==> src/rtl/cavlc_level_decoder.sv <==
// CAVLC level decoder: trailing-ones signs, level_prefix/level_suffix, suffixLength adaptation.
// Define CAVLC_HIGH_PREFIX_EN to accept level_prefix 16..19 with the escape offset.
module cavlc_level_decoder #(
    parameter int MAX_COEFF = 16,
    parameter int LEVEL_W   = 16,
    parameter int WIN_W     = 32
) (
    input  logic                           clk,
    input  logic                           reset,
    input  logic                           start,
    input  logic [4:0]                     total_coeff,
    input  logic [1:0]                     trailing_ones,
    input  logic [4:0]                     max_num_coeff,
    input  logic [WIN_W-1:0]               bs_window,
    input  logic                           bs_valid,
    output logic [4:0]                     bits_used,
    output logic                           busy,
    output logic                           done,
    output logic                           error,
    output logic [MAX_COEFF*LEVEL_W-1:0]   level_flat
);

    localparam int CW = LEVEL_W + 2;
    localparam int IW = (MAX_COEFF > 1) ? $clog2(MAX_COEFF) : 1;
`ifdef CAVLC_HIGH_PREFIX_EN
    localparam int PSCAN = 20;
    localparam int PMAX  = 19;
`else
    localparam int PSCAN = 16;
    localparam int PMAX  = 15;
`endif

    typedef enum logic [2:0] {S_IDLE, S_T1, S_PREFIX, S_SUFFIX, S_DONE} state_e;

    state_e                                  state_q, state_d;
    logic [4:0]                              idx_q, idx_d;
    logic [2:0]                              sl_q, sl_d;
    logic [4:0]                              prefix_q, prefix_d;
    logic [4:0]                              tc_q, tc_d;
    logic [1:0]                              t1_q, t1_d;
    logic                                    error_q, error_d;
    logic [MAX_COEFF-1:0][LEVEL_W-1:0]       levels_q, levels_d;

    logic [4:0]    lz;
    logic [4:0]    sfx_size;
    logic [15:0]   sfx_top, level_suffix;
    logic [3:0]    pmin;
    logic [CW-1:0] lc, lvl_mag, level_full, thr;
    logic [2:0]    sl_base, sl_new;

    // Leading-zero count over the scan range; PSCAN means no '1' was found.
    always_comb begin
        lz = 5'(PSCAN);
        for (int k = PSCAN - 1; k >= 0; k--) begin
            if (bs_window[WIN_W-1-k]) lz = 5'(k);
        end
    end

    always_comb begin
        if (prefix_q == 5'd14 && sl_q == 3'd0)
            sfx_size = 5'd4;
        else if (prefix_q >= 5'd15)
            sfx_size = prefix_q - 5'd3;
        else
            sfx_size = {2'b00, sl_q};

        sfx_top      = bs_window[WIN_W-1 -: 16];
        level_suffix = (sfx_size == 5'd0) ? 16'd0 : (sfx_top >> (5'd16 - sfx_size));
        pmin         = (prefix_q >= 5'd15) ? 4'd15 : prefix_q[3:0];

        lc = (CW'(pmin) << sl_q) + CW'(level_suffix);
        if (prefix_q >= 5'd15 && sl_q == 3'd0)
            lc = lc + CW'(15);
`ifdef CAVLC_HIGH_PREFIX_EN
        if (prefix_q >= 5'd16)
            lc = lc + (CW'(1) << (prefix_q - 5'd3)) - CW'(4096);
`endif
        // First non-T1 level can't be +/-1 when fewer than three trailing ones.
        if (idx_q == {3'b000, t1_q} && t1_q < 2'd3)
            lc = lc + CW'(2);

        lvl_mag    = lc[0] ? ((lc + CW'(1)) >> 1) : ((lc + CW'(2)) >> 1);
        level_full = lc[0] ? (-lvl_mag) : lvl_mag;

        sl_base = (sl_q == 3'd0) ? 3'd1 : sl_q;
        thr     = CW'(3) << (sl_base - 3'd1);
        sl_new  = (lvl_mag > thr && sl_base < 3'd6) ? (sl_base + 3'd1) : sl_base;
    end

    always_comb begin
        state_d   = state_q;
        idx_d     = idx_q;
        sl_d      = sl_q;
        prefix_d  = prefix_q;
        tc_d      = tc_q;
        t1_d      = t1_q;
        error_d   = error_q;
        levels_d  = levels_q;
        bits_used = 5'd0;

        case (state_q)
            S_IDLE: begin
                if (start) begin
                    levels_d = '0;
                    tc_d     = total_coeff;
                    t1_d     = trailing_ones;
                    idx_d    = 5'd0;
                    prefix_d = 5'd0;
                    error_d  = 1'b0;
                    sl_d     = (total_coeff > 5'd10 && trailing_ones < 2'd3) ? 3'd1 : 3'd0;
                    if (total_coeff == 5'd0) begin
                        state_d = S_DONE;
                    end else if (total_coeff > max_num_coeff) begin
                        error_d = 1'b1;
                        state_d = S_DONE;
                    end else if (trailing_ones != 2'd0) begin
                        state_d = S_T1;
                    end else begin
                        state_d = S_PREFIX;
                    end
                end
            end
            S_T1: begin
                if (bs_valid) begin
                    bits_used = {3'b000, t1_q};
                    for (int i = 0; i < 3; i++) begin
                        if (i < int'(t1_q) && i < MAX_COEFF)
                            levels_d[i] = bs_window[WIN_W-1-i] ? {LEVEL_W{1'b1}} : LEVEL_W'(1);
                    end
                    idx_d   = {3'b000, t1_q};
                    state_d = ({3'b000, t1_q} < tc_q) ? S_PREFIX : S_DONE;
                end
            end
            S_PREFIX: begin
                if (bs_valid) begin
                    if (lz > 5'(PMAX)) begin
                        error_d = 1'b1;
                        state_d = S_DONE;
                    end else begin
                        bits_used = lz + 5'd1;
                        prefix_d  = lz;
                        state_d   = S_SUFFIX;
                    end
                end
            end
            S_SUFFIX: begin
                if (bs_valid) begin
                    bits_used = sfx_size;
                    if (int'(idx_q) < MAX_COEFF)
                        levels_d[idx_q[IW-1:0]] = level_full[LEVEL_W-1:0];
                    idx_d   = idx_q + 5'd1;
                    sl_d    = sl_new;
                    state_d = ((idx_q + 5'd1) < tc_q) ? S_PREFIX : S_DONE;
                end
            end
            S_DONE:  state_d = S_IDLE;
            default: state_d = S_IDLE;
        endcase
    end

    always_ff @(posedge clk or posedge reset) begin
        if (reset) begin
            state_q  <= S_IDLE;
            idx_q    <= 5'd0;
            sl_q     <= 3'd0;
            prefix_q <= 5'd0;
            tc_q     <= 5'd0;
            t1_q     <= 2'd0;
            error_q  <= 1'b0;
            levels_q <= '0;
        end else begin
            state_q  <= state_d;
            idx_q    <= idx_d;
            sl_q     <= sl_d;
            prefix_q <= prefix_d;
            tc_q     <= tc_d;
            t1_q     <= t1_d;
            error_q  <= error_d;
            levels_q <= levels_d;
        end
    end

    assign busy       = (state_q != S_IDLE);
    assign done       = (state_q == S_DONE);
    assign error      = error_q;
    assign level_flat = levels_q;

    // Window bits below the prefix scan range never influence decoding.
    if (WIN_W > PSCAN) begin : g_unused
        logic unused_win;
        assign unused_win = ^bs_window[WIN_W-PSCAN-1:0];
    end

endmodule

==> config.mk <==
export PLATFORM = sky130hd
export DESIGN_NAME = cavlc_level_decoder
export DESIGN_NICKNAME = d
export VERILOG_FILES = /design/src/rtl/cavlc_level_decoder.sv
export SDC_FILE = /design/constraint.sdc
export NUM_CORES = 1
export LEC_CHECK = 0
export ABC_CLOCK_PERIOD_IN_PS = 13200
export CAP_MARGIN = 20
export CORE_ASPECT_RATIO = 0.7
export CORE_MARGIN = 8
export CORE_UTILIZATION = 25
export CTS_CLUSTER_DIAMETER = 200
export DETAILED_ROUTE_END_ITERATION = 8
export PLACE_DENSITY = 0.46
export SYNTH_ARGS = -nofsm -noshare
export SYNTH_HDL_FRONTEND = slang
export SYNTH_SLANG_ARGS = --single-unit
==> constraint.sdc <==
create_clock -name clk -period 13.2 [get_ports clk]
set_input_delay 2.64 -clock clk [delete_from_list [all_inputs] [get_ports clk]]
set_output_delay 2.64 -clock clk [all_outputs]
set_load 0.03 [all_outputs]
; Word-level counts from Yosys, hierarchy flattened
; Index checks and enable logic that the tools add are counted.
[word_totals]
ff_bits = 280
inputBits = 48
word_cells = 169
output_inout_bits = 264
[classes]
add_sub_neg = 12
muxes = 74
magnitude_cmp = 16
eq_ne = 16
shifts = 3
reduce_logical = 25
[op_table]
columns = cell, n
row1 = 2-to-1 mux 256 bit, 3
row2 = one-hot mux 208 bit (2 select lines), 1
row3 = bitwise mux 256 bit, 1
row4 = 2-to-1 mux 16 bit, 9
row5 = one-hot mux 48 bit (3 select lines), 1
row6 = 2-to-1 mux 5 bit, 26
row7 = demux 16 bit (select 4 bit), 1
row8 = 2-to-1 mux 48 bit, 1
row9 = 2-to-1 mux 3 bit, 13
row10 = adder 18 x 2 -> 18 bit (second input constant), 2
row11 = 2-to-1 mux 18 bit, 2
row12 = one-hot mux 5 bit (3 select lines), 2
row13 = inequality test 2 bit (second input constant), 10
row14 = AND reduction 4 bit, 5
row15 = adder 18 x 1 -> 18 bit (second input constant), 1
row16 = adder 18 x 16 -> 18 bit, 1
row17 = adder 18 x 4 -> 18 bit (second input constant), 1
row18 = > comparator 17 x 18 -> 1 bit, 1
row19 = AND reduction 6 bit, 3
row20 = left shift 2 x 3 -> 18 bit (first input constant), 1
row21 = left shift 4 x 3 -> 18 bit, 1
row22 = 2-to-1 mux 17 bit, 1
row23 = negation 16 bit, 1
row24 = right shift 16 x 5 -> 16 bit, 1
row25 = 36 further kinds, 57

; Logic depth before layout (Yosys ltp)
[logic_depth]
depth_word = 20
ltp_mapped = 46
depth_no_buf = 42

; Worst setup path before layout
; OpenSTA, ideal clock, no wires.
[synth_timing]
kind = input-to-reg
from = input port bs_window[29]
to = register levels_q, in the netlist level_flat[47]
setup_time_ns = 0.136
t_required_ns = 13.064
stages = 28
n_path_buf = 2
t_arrival_ns = 8.651
setup_slack_ns = 4.413
cell_sequence = clkbuf_1 > nor3_1 > o21a_1 > nor2_1 > a21oi_1 > o22ai_1 > ha_1 > fa_1 > inv_1 > ha_1 > mux2_2 > inv_1 > ha_1 > inv_1 > or4b_2 > a221oi_1 > o221ai_1 > a31oi_2 > o2111ai_1 > a2111oi_2 > xnor2_1 > or3_1 > a21oi_2 > nor2_1 > o21ai_2 > xor2_2 > buf_6 > a21oi_1
[synth_via]
elab_chain_len = 15
word_cells_on_any_way = 19
classes_between = add/sub (6) / shift (1) / mux (12)
[synth_rtl]
columns = item, line
row1 = from (decl), 14  ; input logic [WIN_W-1:0] bs_window,
row2 = right shift 16 x 5 -> 16 bit, 68  ; level_suffix = (sfx_size == 5'd0) ? 16'd0 : (sfx_top >> (5'd16 - sfx_size));
row3 = 2-to-1 mux 16 bit, 68
row4 = adder 18 x 16 -> 18 bit, 71  ; lc = (CW'(pmin) << sl_q) + CW'(level_suffix);
row5 = adder 18 x 4 -> 18 bit, 73  ; lc = lc + CW'(15);
row6 = 2-to-1 mux 18 bit, 72  ; if (prefix_q >= 5'd15 && sl_q == 3'd0)
row7 = adder 18 x 2 -> 18 bit, 80  ; lc = lc + CW'(2);
row8 = 2-to-1 mux 18 bit, 79  ; if (idx_q == {3'b000, t1_q} && t1_q < 2'd3)
row9 = adder 18 x 2 -> 18 bit or adder 18 x 1 -> 18 bit (tied branches), 82  ; lvl_mag = lc[0] ? ((lc + CW'(1)) >> 1) : ((lc + CW'(2)) >> 1);
row10 = 2-to-1 mux 17 bit, 82
row11 = negation 16 bit, 83  ; level_full = lc[0] ? (-lvl_mag) : lvl_mag;
row12 = 2-to-1 mux 16 bit, 83
row13 = bitwise mux 256 bit, 150  ; levels_d[idx_q[IW-1:0]] = level_full[LEVEL_W-1:0];
row14 = 2-to-1 mux 256 bit, 149  ; if (int'(idx_q) < MAX_COEFF)
row15 = 2-to-1 mux 256 bit, 147  ; if (bs_valid) begin
row16 = one-hot mux 48 bit (3 select lines) (*), 101  ; case (state_q)
row17 = to (signal assigned), 179  ; levels_q <= levels_d;
row18 = to (decl), 42  ; logic [MAX_COEFF-1:0][LEVEL_W-1:0] levels_q, levels_d;
; Every way passes the cells marked *; elsewhere a longest branch is shown, timed or not. The select of a mux whose other input is x is not followed.
; A chain may end at the register's enable or synchronous reset.

; Worst setup path in the final report
[layout_timing]
from = register prefix_q[0]
to = register levels_q, in the netlist level_flat[125]
[layout_via]
elab_chain_len = 19
word_cells_on_any_way = 27
classes_between = add/sub (8) / order compare (1) / eq/ne (1) / shift (2) / mux (12) / reduce/logical (3)
[layout_rtl]
columns = item, line
row1 = from (decl), 38  ; logic [4:0] prefix_q, prefix_d;
row2 = from (signal assigned), 175  ; prefix_q <= prefix_d;
row3 = subtractor 5 x 2 -> 5 bit (tied with other cells), 63  ; sfx_size = prefix_q - 5'd3;
row4 = 2-to-1 mux 5 bit or logical AND 1 bit (tied branches), "62, 60"
row5 = 2-to-1 mux 5 bit, 60  ; if (prefix_q == 5'd14 && sl_q == 3'd0)
row6 = subtractor 5 bit, 68
row7 = right shift 16 x 5 -> 16 bit, 68
row8 = 2-to-1 mux 16 bit, 68
row9 = adder 18 x 16 -> 18 bit, 71
row10 = adder 18 x 4 -> 18 bit, 73
row11 = [3 not listed], --
row12 = adder 18 x 2 -> 18 bit or adder 18 x 1 -> 18 bit (tied branches), 82
row13 = 2-to-1 mux 17 bit, 82
row14 = negation 16 bit, 83
row15 = 2-to-1 mux 16 bit (*), 83
row16 = bitwise mux 256 bit (*), 150
row17 = 2-to-1 mux 256 bit (*), 149
row18 = 2-to-1 mux 256 bit (*), 147
row19 = one-hot mux 208 bit (2 select lines) (*), 101
; Marks and branches as above.

==> impl_metrics.toml <==
[status]
status = "complete, no violations"

[sta]
setup_ws_ps = 2390
rsz0062_at_grt = "false"
clock.fmax_mhz = 92.5
setup_violations = 0
finalCriticalPeriod_ps = 10810
slew_viol_final = 0
worst_pin_slew_ps = 1090
finalCritPeriodShare_pct = 81.9
fin_skew_ps = 29.8
hold_viol = 0
fin_setup_tns_ps = 0
max_slew_margin_pct = 26.9

[floorplanning]
io_pins = 312
initial_core_util_pct = 25.3
die_h_um = 225
dieArea_um2 = 70700
rows = 76
core-area_um2 = 61500
dieWidth_um = 314

[worst_setup_path]
cp_slowest_cell = "or4b_2"
startpoint_type = "flip-flop"
cp_max_fo = 16
critPathRequiredTime_ps = 13620
max_stage_delay_ps = 720
critical_path_class = "reg -> reg"
endpoint_kind = "flip-flop"
critPathBufInv = 5
cp.arrival_ps = 11230
timing.critical_path.mode_cell = "ha_1"
crit_family = "compound AO/OA/AOI/OAI gates"

[logic_synthesis]
ys_top_cells_by_area = "dfrtp_1 (45%), nand2_1 (8.1%), o21ai_0 (7.9%)"
synth_largest_area_cell = "dfrtp_1"
synth_top_area_share_pct = 45.0
netlist_instances = 1778
synth-edff-count = 0
synth_cell_types = 107
syn_nets = 1874
synthFlopType = "dfrtp_1"
synthArstFlopShare_pct = 100
synth_warnings = 0
ys_seq_area_share_pct = 45.0
syn_area_um2 = 15600
syn_area_per_cell_um2 = 8.76
ys_ff_latch = 280

[pwr]
p_leak_nw = 8.52
power_per_cell_area_nw_per_um2 = 272
peakVddDrop_uv = 331
power_w = 0.00560

[clock_tree]
clk_pin_slew_ps = 60
cts_hold_buf = 0
clk_latency_ps = 590
cts_resized = 0
h-tree-depth = 1
root_buffer = "clkbuf_16"
numClockSinks = 280
post_cts_buffers = 0
clockBufferDepth = 3
tritoncts = "done"
cts_buffers = 31

[placed_design]
gp_congestion = 0.859
dp_worst_setup_slack_ps = 2260
dp_hpwl_um = 48100
port_buffers = 295
post_dp_cell_area_um2 = 19500

[finish]
drive_gt1_share_pct = 8.18
layout_commonest_cell = "nand2_1"
final_cell_mix = "nand2_1 (338), clkdlybuf4s50_1 (295), dfrtp_1 (280), o21ai_0 (247), nor2_1 (113)"
finish.utilization_pct = 33.5
postLayoutCellArea_um2 = 20600
n_fill_cell = 6353
area_growth_pct = 32.3
num-nets-final = 2140

[route]
wl_per_cell_um = 22.7
routed_wl_um = 65600
vias = 14500
drc = 0
drtPass1Iterations = 5
ant_nets = 0
drt-initial-drc-count = 1009
viasPerCell = 5.04

[grt]
antenna_found_initial = 4
grt-ovfl-total = 0
grt_pass1_vias = 14500
grt_first_pass_wirelength_um = 97000
grt_usage_pct = 17.8
grt_max_degree = 162

[hold_path]
min-delay-path-class = "reg -> reg"

[run]
cap_violations = 0
[through the flow]
| step | hold slack, ps | instances |
|---|---|---|
| 6_report | 475 | 2887 |
| 5_1_grt | 489 | 2886 |
| 4_1_cts | 478 | 2884 |
| 3_5_place_dp | 464 | 2828 |
| 3_3_place_gp | 464 | 2827 |
| 2_1_floorplan | 473 | 1778 |
[cell usage after synthesis (all sizes together) (7+ instances only)]
master  instances
a211oi         18
a21o           10
a21oi         115
a31oi           8
and2           23
and3           22
buf            16
clkbuf         79
dfrtp         280
ha             47
inv            38
mux2i           8
nand2         338
nand2b         17
nand3          38
nand4          15
nor2          114
nor2b          17
nor3           35
nor4            9
o21a            7
o21ai         282
o22a           22
o22ai          12
o31ai          13
or2             7
or3            10
xnor2          43
xor2           24
[tightest hold or removal path, delay by kind of cell, from the launching register on]
| kind | cells | cell delay, ps |
|---|---|---|
| simple gates | 1 | 60 |
| flops | 1 | 340 |
| compound gates | 1 | 50 |
[worst paths after layout]
check	to	from	slack, ps	depth (start not counted)
setup / recovery	level_flat[125]	prefix_q[0]	2390	34
hold / removal	level_flat[253]	level_flat[253]	480	2
setup reg to reg	level_flat[125]	prefix_q[0]	2390	34
max in group asynchronous	level_flat[61]	reset	9080	3
hold reg to reg	level_flat[253]	level_flat[253]	480	2
min in group asynchronous	level_flat[166]	reset	2640	2
[power by group]
| group | internal [W] | switching [W] | total, W |
|---|---|---|---|
| combinational | 0.00105 | 0.00260 | 0.00365 |
| clock | 0.000531 | 0.000377 | 0.000908 |
| sequential | 0.000948 | 0.0000922 | 0.00104 |
[cell families (layout without fill, tap and decap cells)]
kind of cell / after synthesis / after routing / synth area share [%]
XOR/XNOR: 67 / 67 / 4.01
buffers and inverters: 134 / 423 / 3.51
flip-flops: 280 / 280 / 45.0
other: 0 / 1 / 0
AND/OR/NAND/NOR: 668 / 668 / 19.9
multiplexers: 14 / 14 / 1.09
AO/OA/AOI/OAI: 567 / 567 / 22.6
adder cells (fa/ha/maj): 48 / 48 / 3.90
[layout make-up]
cell class / count / area, um2 / area share [%]
antenna: 1 / 2.50 / 0.0121
clock buffer: 39 / 846 / 4.11
clock inverter: 17 / 204 / 0.990
inverter: 39 / 154 / 0.747
multi-input combinational: 1364 / 8140 / 39.5
sequential: 280 / 7010 / 34.0
tap: 819 / 1020 / 4.97
timing repair buffer: 328 / 3230 / 15.7
[flip-flops by register name (all words and copies together), names as in the netlist]
name / flops
error: 1
idx_q: 5
level_flat: 256
prefix_q: 5
sl_q: 3
state_q: 3
t1_q: 2
tc_q: 5
[routing by layer]
layer	GRT usage (%)	part of all wire [%]
met1	25.3	48
met2	26.3	42
met3	5.25	8.0
met4	4.28	2.5
met5	0	0.020
Note: power is estimated with default switching activity, not from simulation.
